--- src/rtl/bias_bram_sched.sv ---
//------------------------------------------------------------------------------
// bias_bram_sched
//
// Purpose:
//   Sequencer and arbiter that owns the single-port bias BRAM. A run first
//   streams a bias vector from a valid/ready write stream into the BRAM, then
//   shares the BRAM read port between N_REQ PE-lane requesters using
//   round-robin arbitration. Read data is returned one cycle after the grant,
//   tagged with the lane ID and an out-of-range flag.
//
//   State sequence: IDLE -> LOAD -> SERVE -> DONE -> IDLE
//   (LOAD is skipped when the requested word count is zero).
//
// Ports:
//   clk, rst_n            clock, asynchronous active-low reset
//   i_run                 start pulse, only honoured in IDLE
//   i_num_cnt             number of bias words to load (clamped to MEM_SIZE)
//   i_stop                ends the serve phase
//   s_valid/s_ready/s_data  bias write stream
//   i_req, i_req_addr     per-lane read request (level) and packed addresses
//   o_gnt                 one-hot combinational grant
//   o_rvalid, o_rid, o_rdata, o_rerr  read return, one cycle after grant
//   addr0, ce0, we0, d0, q0  BRAM port (q0 has 1-cycle read latency)
//   o_idle, o_load, o_serve, o_done  one-hot state flags
//   o_perf_gnt, o_perf_stall  performance counters
//
// Configuration macro:
//   BIAS_SCHED_PERF_EN - when defined, o_perf_gnt counts SERVE grants and
//   o_perf_stall counts SERVE cycles with an ungranted request, both 16-bit
//   saturating. When undefined both ports are tied to zero.
//------------------------------------------------------------------------------
`timescale 1ns/1ps

module bias_bram_sched #(
    parameter int MEM_SIZE = 49,
    parameter int AWIDTH   = 6,
    parameter int B_BW     = 8,
    parameter int N_REQ    = 4,
    parameter int IDW      = 2
) (
    input  logic                    clk,
    input  logic                    rst_n,

    input  logic                    i_run,
    input  logic [AWIDTH:0]         i_num_cnt,
    input  logic                    i_stop,

    input  logic                    s_valid,
    output logic                    s_ready,
    input  logic [B_BW-1:0]         s_data,

    input  logic [N_REQ-1:0]        i_req,
    input  logic [N_REQ*AWIDTH-1:0] i_req_addr,
    output logic [N_REQ-1:0]        o_gnt,
    output logic                    o_rvalid,
    output logic [IDW-1:0]          o_rid,
    output logic [B_BW-1:0]         o_rdata,
    output logic                    o_rerr,

    output logic [AWIDTH-1:0]       addr0,
    output logic                    ce0,
    output logic                    we0,
    output logic [B_BW-1:0]         d0,
    input  logic [B_BW-1:0]         q0,

    output logic                    o_idle,
    output logic                    o_load,
    output logic                    o_serve,
    output logic                    o_done,

    output logic [15:0]             o_perf_gnt,
    output logic [15:0]             o_perf_stall
);

    typedef enum logic [1:0] {
        S_IDLE  = 2'd0,
        S_LOAD  = 2'd1,
        S_SERVE = 2'd2,
        S_DONE  = 2'd3
    } state_t;

    localparam logic [AWIDTH:0] L_MEM_SIZE = (AWIDTH+1)'(MEM_SIZE);

    state_t             r_state;
    state_t             w_state_nxt;

    logic [AWIDTH:0]    r_num;
    logic [AWIDTH:0]    r_wr_cnt;
    logic [IDW-1:0]     r_rr_ptr;
    logic               r_rvalid;
    logic [IDW-1:0]     r_rid;
    logic               r_rerr;

    logic [AWIDTH:0]    w_num_clamped;
    logic               w_req_any;
    logic [IDW-1:0]     w_gnt_idx;
    logic               w_gnt_en;
    logic [AWIDTH-1:0]  w_gnt_addr;
    logic               w_wr_fire;
    logic               w_wr_last;

    // Requested word count is limited to the physical BRAM depth.
    assign w_num_clamped = (i_num_cnt > L_MEM_SIZE) ? L_MEM_SIZE : i_num_cnt;

    // Write handshake bookkeeping during LOAD; s_ready is 1 throughout LOAD,
    // so a write fires on every s_valid cycle in that state.
    assign w_wr_fire = (r_state == S_LOAD) && s_valid;
    assign w_wr_last = w_wr_fire && (r_wr_cnt == (r_num - 1'b1));

    // Round-robin search: walk the lanes starting at the pointer and pick the
    // first one requesting. N_REQ is a power of two, so the IDW-bit sum wraps
    // naturally modulo N_REQ.
    always_comb begin
        logic [IDW-1:0] v_cand;
        w_req_any = 1'b0;
        w_gnt_idx = '0;
        v_cand    = '0;
        for (int i = 0; i < N_REQ; i++) begin
            v_cand = r_rr_ptr + IDW'(i);
            if (!w_req_any && i_req[v_cand]) begin
                w_req_any = 1'b1;
                w_gnt_idx = v_cand;
            end
        end
    end

    // A grant is only issued in SERVE, and i_stop suppresses it so that the
    // stop cycle never starts a new BRAM read.
    assign w_gnt_en   = (r_state == S_SERVE) && !i_stop && w_req_any;
    assign w_gnt_addr = i_req_addr[w_gnt_idx*AWIDTH +: AWIDTH];
    assign o_gnt      = w_gnt_en ? (N_REQ'(1) << w_gnt_idx) : '0;

    // State register.
    always_ff @(posedge clk or negedge rst_n) begin
        if (!rst_n) begin
            r_state <= S_IDLE;
        end else begin
            r_state <= w_state_nxt;
        end
    end

    // Next-state decode and BRAM port drive. The BRAM is only enabled on an
    // accepted stream word in LOAD or on a granted read in SERVE.
    always_comb begin
        w_state_nxt = r_state;
        s_ready     = 1'b0;
        ce0         = 1'b0;
        we0         = 1'b0;
        addr0       = '0;
        d0          = '0;
        case (r_state)
            S_IDLE: begin
                if (i_run) begin
                    w_state_nxt = (w_num_clamped == '0) ? S_SERVE : S_LOAD;
                end
            end
            S_LOAD: begin
                s_ready = 1'b1;
                if (s_valid) begin
                    ce0   = 1'b1;
                    we0   = 1'b1;
                    addr0 = r_wr_cnt[AWIDTH-1:0];
                    d0    = s_data;
                end
                if (w_wr_last) begin
                    w_state_nxt = S_SERVE;
                end
            end
            S_SERVE: begin
                if (i_stop) begin
                    w_state_nxt = S_DONE;
                end else if (w_gnt_en) begin
                    ce0   = 1'b1;
                    addr0 = w_gnt_addr;
                end
            end
            S_DONE: begin
                w_state_nxt = S_IDLE;
            end
            default: begin
                w_state_nxt = S_IDLE;
            end
        endcase
    end

    // Word count and write pointer. The count is latched once per run and
    // cleared again in DONE so the next run starts from a clean value.
    always_ff @(posedge clk or negedge rst_n) begin
        if (!rst_n) begin
            r_num    <= '0;
            r_wr_cnt <= '0;
        end else begin
            case (r_state)
                S_IDLE: begin
                    if (i_run) begin
                        r_num    <= w_num_clamped;
                        r_wr_cnt <= '0;
                    end
                end
                S_LOAD: begin
                    if (w_wr_last) begin
                        r_wr_cnt <= '0;
                    end else if (w_wr_fire) begin
                        r_wr_cnt <= r_wr_cnt + 1'b1;
                    end
                end
                S_DONE: begin
                    r_num <= '0;
                end
                default: begin
                end
            endcase
        end
    end

    // Round-robin pointer moves past the lane just granted. It is kept across
    // DONE so fairness carries over between runs.
    always_ff @(posedge clk or negedge rst_n) begin
        if (!rst_n) begin
            r_rr_ptr <= '0;
        end else if (w_gnt_en) begin
            r_rr_ptr <= w_gnt_idx + IDW'(1);
        end
    end

    // Read return pipeline: rvalid mirrors "granted last cycle" so it lines up
    // with the BRAM read latency, independent of the state the FSM moved to.
    // The range check uses the latched count, so reads past the loaded words
    // are still issued but flagged.
    always_ff @(posedge clk or negedge rst_n) begin
        if (!rst_n) begin
            r_rvalid <= 1'b0;
            r_rid    <= '0;
            r_rerr   <= 1'b0;
        end else begin
            r_rvalid <= w_gnt_en;
            if (w_gnt_en) begin
                r_rid  <= w_gnt_idx;
                r_rerr <= ({1'b0, w_gnt_addr} >= r_num);
            end
        end
    end

    assign o_rvalid = r_rvalid;
    assign o_rid    = r_rid;
    assign o_rerr   = r_rerr;
    assign o_rdata  = q0;

    assign o_idle  = (r_state == S_IDLE);
    assign o_load  = (r_state == S_LOAD);
    assign o_serve = (r_state == S_SERVE);
    assign o_done  = (r_state == S_DONE);

`ifdef BIAS_SCHED_PERF_EN
    logic [15:0] r_perf_gnt;
    logic [15:0] r_perf_stall;
    logic        w_stall;

    // A stall cycle is any SERVE cycle in which at least one requesting lane
    // is left without a grant; it counts once regardless of how many lanes.
    assign w_stall = (r_state == S_SERVE) && (|(i_req & ~o_gnt));

    // Saturating counters, cleared when a new run is accepted.
    always_ff @(posedge clk or negedge rst_n) begin
        if (!rst_n) begin
            r_perf_gnt   <= '0;
            r_perf_stall <= '0;
        end else if ((r_state == S_IDLE) && i_run) begin
            r_perf_gnt   <= '0;
            r_perf_stall <= '0;
        end else begin
            if (w_gnt_en && (r_perf_gnt != 16'hFFFF)) begin
                r_perf_gnt <= r_perf_gnt + 16'd1;
            end
            if (w_stall && (r_perf_stall != 16'hFFFF)) begin
                r_perf_stall <= r_perf_stall + 16'd1;
            end
        end
    end

    assign o_perf_gnt   = r_perf_gnt;
    assign o_perf_stall = r_perf_stall;
`else
    assign o_perf_gnt   = '0;
    assign o_perf_stall = '0;
`endif

endmodule
--- config.mk ---
export PLATFORM = sky130hd
export DESIGN_NAME = bias_bram_sched
export DESIGN_NICKNAME = d
export VERILOG_FILES = /design/src/rtl/bias_bram_sched.sv
export SDC_FILE = /design/constraint.sdc
export NUM_CORES = 1
export LEC_CHECK = 0
export BUFFER_PORTS_ARGS = -buffer_cell sky130_fd_sc_hd__buf_2
export CAP_MARGIN = 20
export CORE_MARGIN = 4
export CORE_UTILIZATION = 42
export CTS_BUF_LIST = sky130_fd_sc_hd__clkbuf_2 sky130_fd_sc_hd__clkbuf_4 sky130_fd_sc_hd__clkbuf_8
export DETAILED_ROUTE_END_ITERATION = 8
export PLACE_DENSITY = 0.83
export SKIP_LAST_GASP = 1
export SLEW_MARGIN = 20
export SYNTH_ARGS = -nofsm -noshare
export SYNTH_HDL_FRONTEND = slang
export SYNTH_SLANG_ARGS = --single-unit
--- constraint.sdc ---
create_clock -name clk -period 3.1 [get_ports clk]
set_input_delay 0.93 -clock clk [delete_from_list [all_inputs] [get_ports clk]]
set_output_delay 0.93 -clock clk [all_outputs]
set_load 0.005 [all_outputs]
---- After elaboration in Yosys (flattened, before gate mapping) ----
Index checks and enable logic that the tools add are counted.
operators by class
  add/subtract/negate cells ............... 6
  multiply operators ...................... 1
  divide/modulo/power cells ............... 0
  order comparisons ....................... 6
  equal/unequal tests ..................... 8
  shift-type cells ........................ 2
  mux-type cells .......................... 41
  bitwise logic cells ..................... 0
  reduce and logical (&&, ||, !) cells .... 18
operator list
  cell                 count
  $mux 7               5
  $pmux 7 s2           2
  $shiftx 24x6->6      1
  $mux 6               3
  $mux 2               8
  $mux 8               2
  $mux 1               13
  $lt 2x3->1 const B   4
  $pmux 6 s2           1
  $bmux 1 s2           4
  $pmux 2 s4           1
  $add 7x1->7 const B  1
  $eq 7x7->1           1
  $ge 6x7->1           1
  $gt 7x6->1 const B   1
  $logic_and 1x1->1    7
  $logic_not 7->1      1
  $sub 7x1->7 const B  1
  $reduce_and 3->1     2
  $add 2x1->2 const B  2
  $add 2x2->2 const B  2
  $eq 2x2->1 const B   2
  $logic_not 1->1      4
  $mul 2x2->4 const B  1
  10 further kinds     12
storage, ports and cells
  register bits after elaboration ......... 22
  latch bits .............................. 0
  bits in writable memories ............... 0
  memory bits (read-only) ................. 0
  input bits .............................. 56
  output and inout bits ................... 69
  word-level logic and storage cells ...... 89
  memories kept ........................... 0

---- Depth between registers and ports, before layout ----
  depth in word-level cells ............... 17
  mapped depth ............................ 14
  gate-level depth less buffers ........... 13

---- Worst setup path after synthesis ----
Ideal clock, no wire load.
  path kind ............................... input -> register
  start point ............................. input i_req[0]
  end point ............................... register r_rerr, in the netlist o_rerr
  arrival ................................. 3.459 ns
  data required time ...................... 3.018 ns
  setup slack ............................. -0.441 ns
  cell stages on the path ................. 11
  buffers on the path ..................... 1
  path through ............................ a21oi_1 a2bb2oi_1 buf_2 mux2i_1 mux2i_1 ha_1 a21o_1 a21o_1 a211oi_1 or4b_2 a31oi_1
on the way
  cells in the longest elaborated chain, start to end .. 15
ends and longest elaborated chain
  element                       RTL line  source
  start: declaration            52        input logic [N_REQ-1:0] i_req,
  $bmux 1 s2                    120       if (!w_req_any && i_req[v_cand]) begin
  $mux 1 (not written as such)  120
  $mux 1                        120
  $logic_not 1->1               120
  $logic_and 1x1->1             120
  $mux 1                        120
  $logic_not 1->1               120
  $logic_and 1x1->1             120
  $mux 1                        120
  $logic_not 1->1               120
  $logic_and 1x1->1             120
  $mux 2 (*)                    120
  named net w_gnt_idx[1]        96        logic [IDW-1:0] w_gnt_idx;
  $mul 2x2->4 (*)               130       assign w_gnt_addr = i_req_addr[w_gnt_idx*AWIDTH +: AWIDTH];
  $shiftx 24x6->6 (*)           130
  $ge 6x7->1 (*)                239       r_rerr <= ({1'b0, w_gnt_addr} >= r_num);
  end signal: assignment        239
  end: declaration              92        logic r_rerr;
Mark *: on every way through the listed nets, which the timed path passes. The rest lies on a longest branch. The select of a mux whose other input is x is not followed.
A chain may end at the register's enable or synchronous reset.

---- Worst setup path in the final report ----
  start point ............................. input i_req[1]
  end point ............................... output addr0[3]
on the way
  cells in the longest elaborated chain, start to end .. 17
ends and longest elaborated chain
  element                       RTL line  source
  $bmux 1 s2                    120
  $mux 1 (not written as such)  120
  $mux 1                        120
  $logic_not 1->1               120
  $logic_and 1x1->1             120
  $mux 1                        120
  $logic_not 1->1               120
  $logic_and 1x1->1             120
  $mux 1                        120
  $logic_not 1->1               120
  $logic_and 1x1->1             120
  $mux 2                        120
  $mul 2x2->4                   130
  $shiftx 24x6->6               130
  $mux 6 (*)                    172       end else if (w_gnt_en) begin
  $mux 6 (*)                    170       if (i_stop) begin
  $pmux 6 s2 (*)                151       case (r_state)
  end: declaration              60        output logic [AWIDTH-1:0] addr0,
Mark *: on every way between the ends. The rest lies on a longest branch, timed or not. The select of a mux whose other input is x is not followed.

==> impl_metrics.csv <==
group,metric,value,unit
outcome,status,"finished, violations left",
outcome,violations,"negative setup slack",
global_routing,antenna_found_initial,0,
final_layout,layout_commonest_cell,"buf_2",
floorplanning,core_area,5140,um2
critical_path,path_class,"in2out",
route,vias,2129,
route,drt_wl_total,6.12,mm
floorplanning,ioPinCount,125,
final_layout,finish.instance_area,2940,um2
critical_path,crit_required,2.17,ns
logic_synthesis,yosysWarnings,0,
power,seqPwrFrac,23.2,%
worst_hold_path,worstHoldStart,"o_rid[0]",
placed_design,place_area,2610,um2
floorplanning,die_h,80.9,um
final_layout,fill_cells,467,
critical_path,end_kind,"primary output",
final_layout,final_cells,414,
cts,htree_levels,1,
logic_synthesis,synthSimpleGateAreaFrac,18.0,%
power,sw_frac_of_total,44.1,%
placed_design,gp_congestion,0.893,
global_routing,grt_max_degree,23,
global_routing,grt_pass1_vias,1942,
route,drt-wirelength-per-cell,14.8,um
timing,layout_setup_ws,-0.0713,ns
logic_synthesis,syn_area_per_cell,8.49,um2
placed_design,dp_slack,-0.224,ns
route,drc,0,
cts,cts_buffer_depth,2,
logic_synthesis,synth_edf_count,0,
logic_synthesis,synth.area.top_cells,"dfrtp_1, buf_4, ha_1",
timing,slew_viol_final,0,
critical_path,r2r_start,"r_rr_ptr[1]",
route,dr.pass1.iters,4,
power,p_clk_share,9.1,%
cts,clkLatencyLatePin,0.26,ns
logic_synthesis,syn_area,2230,um2
final_layout,area_growth,31.5,%
logic_synthesis,synth_mux_area_share,10.9,%
floorplanning,row_count,26,
route,drt-vias-per-instance,5.14,
logic_synthesis,synth_ff_type,"dfrtp_1",
cts,cts_tree,"built",
worst_hold_path,hold_path.class,"reg2reg",
logic_synthesis,synth-seq-cells,22,
timing,timing.fmax,315,MHz
power,ir_drop,0.404,mV
global_routing,track_usage,17.2,%
cts,cts_buffers,3,
logic_synthesis,synth_top_family_by_area,"buffers and inverters",
critical_path,start_kind,"primary input",
global_routing,grt_pass1_wl,8.98,mm
timing,final-setup-viol-count,7,
power,p_switching,975,uW
timing,period_needed,3.17,ns
timing,rsz0062_at_grt,"yes",
timing,holdWs,0.477,ns
logic_synthesis,async_reset_ff_share,100,%
run,cap_viol_max_count,0,
power,p_per_area,752,nW/um2
logic_synthesis,synth-compound-area-share,14.2,%
final_layout,final_nets,418,
final_layout,antenna_cells,0,
power,combPwrFrac,67.7,%
final_layout,final_core_util,57.2,%
logic_synthesis,synth_cell_types,50,
floorplanning,start_util,43.5,%
power,p_int,1.23,mW
placed_design,dp_hpwl,4.68,mm
critical_path,cp_max_fo,6,
final_layout,layout_common_cells,"buf_2, conb_1, dfrtp_1",
timing,fin_crit_sh,102,%
logic_synthesis,yosys.area_share.adder,9.52,%
logic_synthesis,synth-xor-area-share,4.31,%
timing,fin_skew,0.00569,ns
route,detail-route-antenna-nets,0,
timing,worst_pin_slew,0.509,ns
route,first_iter_violations,76,
cts,cts_sinks,22,
cts,path_clk_slew,0.07,ns
cts,cts_root_buf,"clkbuf_8",
logic_synthesis,syn_inst,263,
logic_synthesis,yosysTopAreaCell,"dfrtp_1",
timing,slew_headroom,66.1,%
floorplanning,die-area,6550,um2
placed_design,placed_cells,406,
cts,cts_hold_buf,0,
final_layout,drive_gt1_share,38.4,%
logic_synthesis,synth.top_cell.area_share,24.6,%
floorplanning,die_w,80.9,um
timing,finalHoldViolations,0,
critical_path,cp-startpoint,"i_req[1]",
global_routing,grt-ovfl-total,0,
logic_synthesis,ys_seq_area_share,24.6,%
placed_design,port_buffers,76,
power,power_leakage,1.50,nW
critical_path,arrival,2.24,ns
## registers in the layout (all words and copies together), names as in the netlist
name      cells
o_rid         2
r_state       2
o_rvalid      1
o_rerr        1
r_num         7
r_wr_cnt      7
r_rr_ptr      2
## synthesized netlist by cell type (2+ instances only)
cell,number
buf_4,41
nand2_1,23
dfrtp_1,22
mux2i_1,21
ha_1,17
inv_1,15
nor2_1,10
o21ai_0,10
and3_1,9
a21oi_1,8
and2_1,6
nand3_1,6
o221ai_1,6
xnor2_1,6
clkbuf_1,5
xor2_1,5
nand2b_1,4
or3_1,4
a21o_1,3
a22oi_1,3
nand4_1,3
o22ai_1,3
buf_1,2
mux2_2,2
nand3b_1,2
nor3_1,2
nor3b_1,2
## worst max-delay path: stages
cell,delay (ns)
buf_8,0.10
nand3b_1,0.21
a2bb2oi_4,0.27
buf_6,0.18
mux2i_2,0.28
o221ai_2,0.14
buf_2,0.13
## final cells by class
cell class	instances	area, um2	share of cell area (%)
clock buffers	4	55.1	1.87
inverters	15	56.3	1.92
well taps	70	87.6	2.98
multi-input cells	207	1610	54.6
repair buffers	96	583	19.8
flip-flops and latches	22	551	18.7
## through the flow
stage                     total power, mW  TNS, ns
after floorplan                      1.41        0
after global placement               1.71   -0.726
after detailed placement             1.76    -1.01
after CTS                            2.06        0
after global routing                 2.40   -0.937
final                                2.21   -0.330
## power groups by stage
stage	clock network (mW)	logic [mW]	registers [mW]
floorplan	0	0.946	0.467
detailed placement	0	1.25	0.508
CTS	0.208	1.35	0.504
global placement	0	1.20	0.501
global route	0.227	1.65	0.530
finish	0.201	1.49	0.513
## path summary, 6_finish.rpt
path	to	slack (ns)	depth (start not counted)
min in group asynchronous	o_rid[1]	0.64	1
worst min-delay path	o_rid[0]	0.48	1
worst max-delay path	addr0[3]	-0.07	7
worst min register to register	o_rid[0]	0.48	1
worst max register to register	o_rerr	0.28	14
max in group asynchronous	r_num[3]	2.12	1
## cells by family (layout without fill, tap and decap cells)
family,Yosys count,after routing
and+or+nand+nor,77,77
buffers and inverters,65,115
AOI/OAI and AO/OA,46,46
muxes,24,24
DFF,22,22
adders and majority gates,17,17
xor gates and xnor gates,11,11
other,1,32
## what timing repair did
action / 4_1_cts / 5_1_grt
pin swaps: 4 / 11
gates resized for setup: 20 / 29
buffers inserted: 6 / 0
endpoints found under the setup margin: 9 / 10
## routing by layer
metal  share of wire, %  up-vias  track usage, %
met5                  0        -               0
met4                2.0        0            4.39
met3                7.4       14            3.77
met2                 53       98            30.6
met1                 37     1004            20.9
li1                   -     1013               -
No activity file was read; power rests on OpenSTA's default activity.
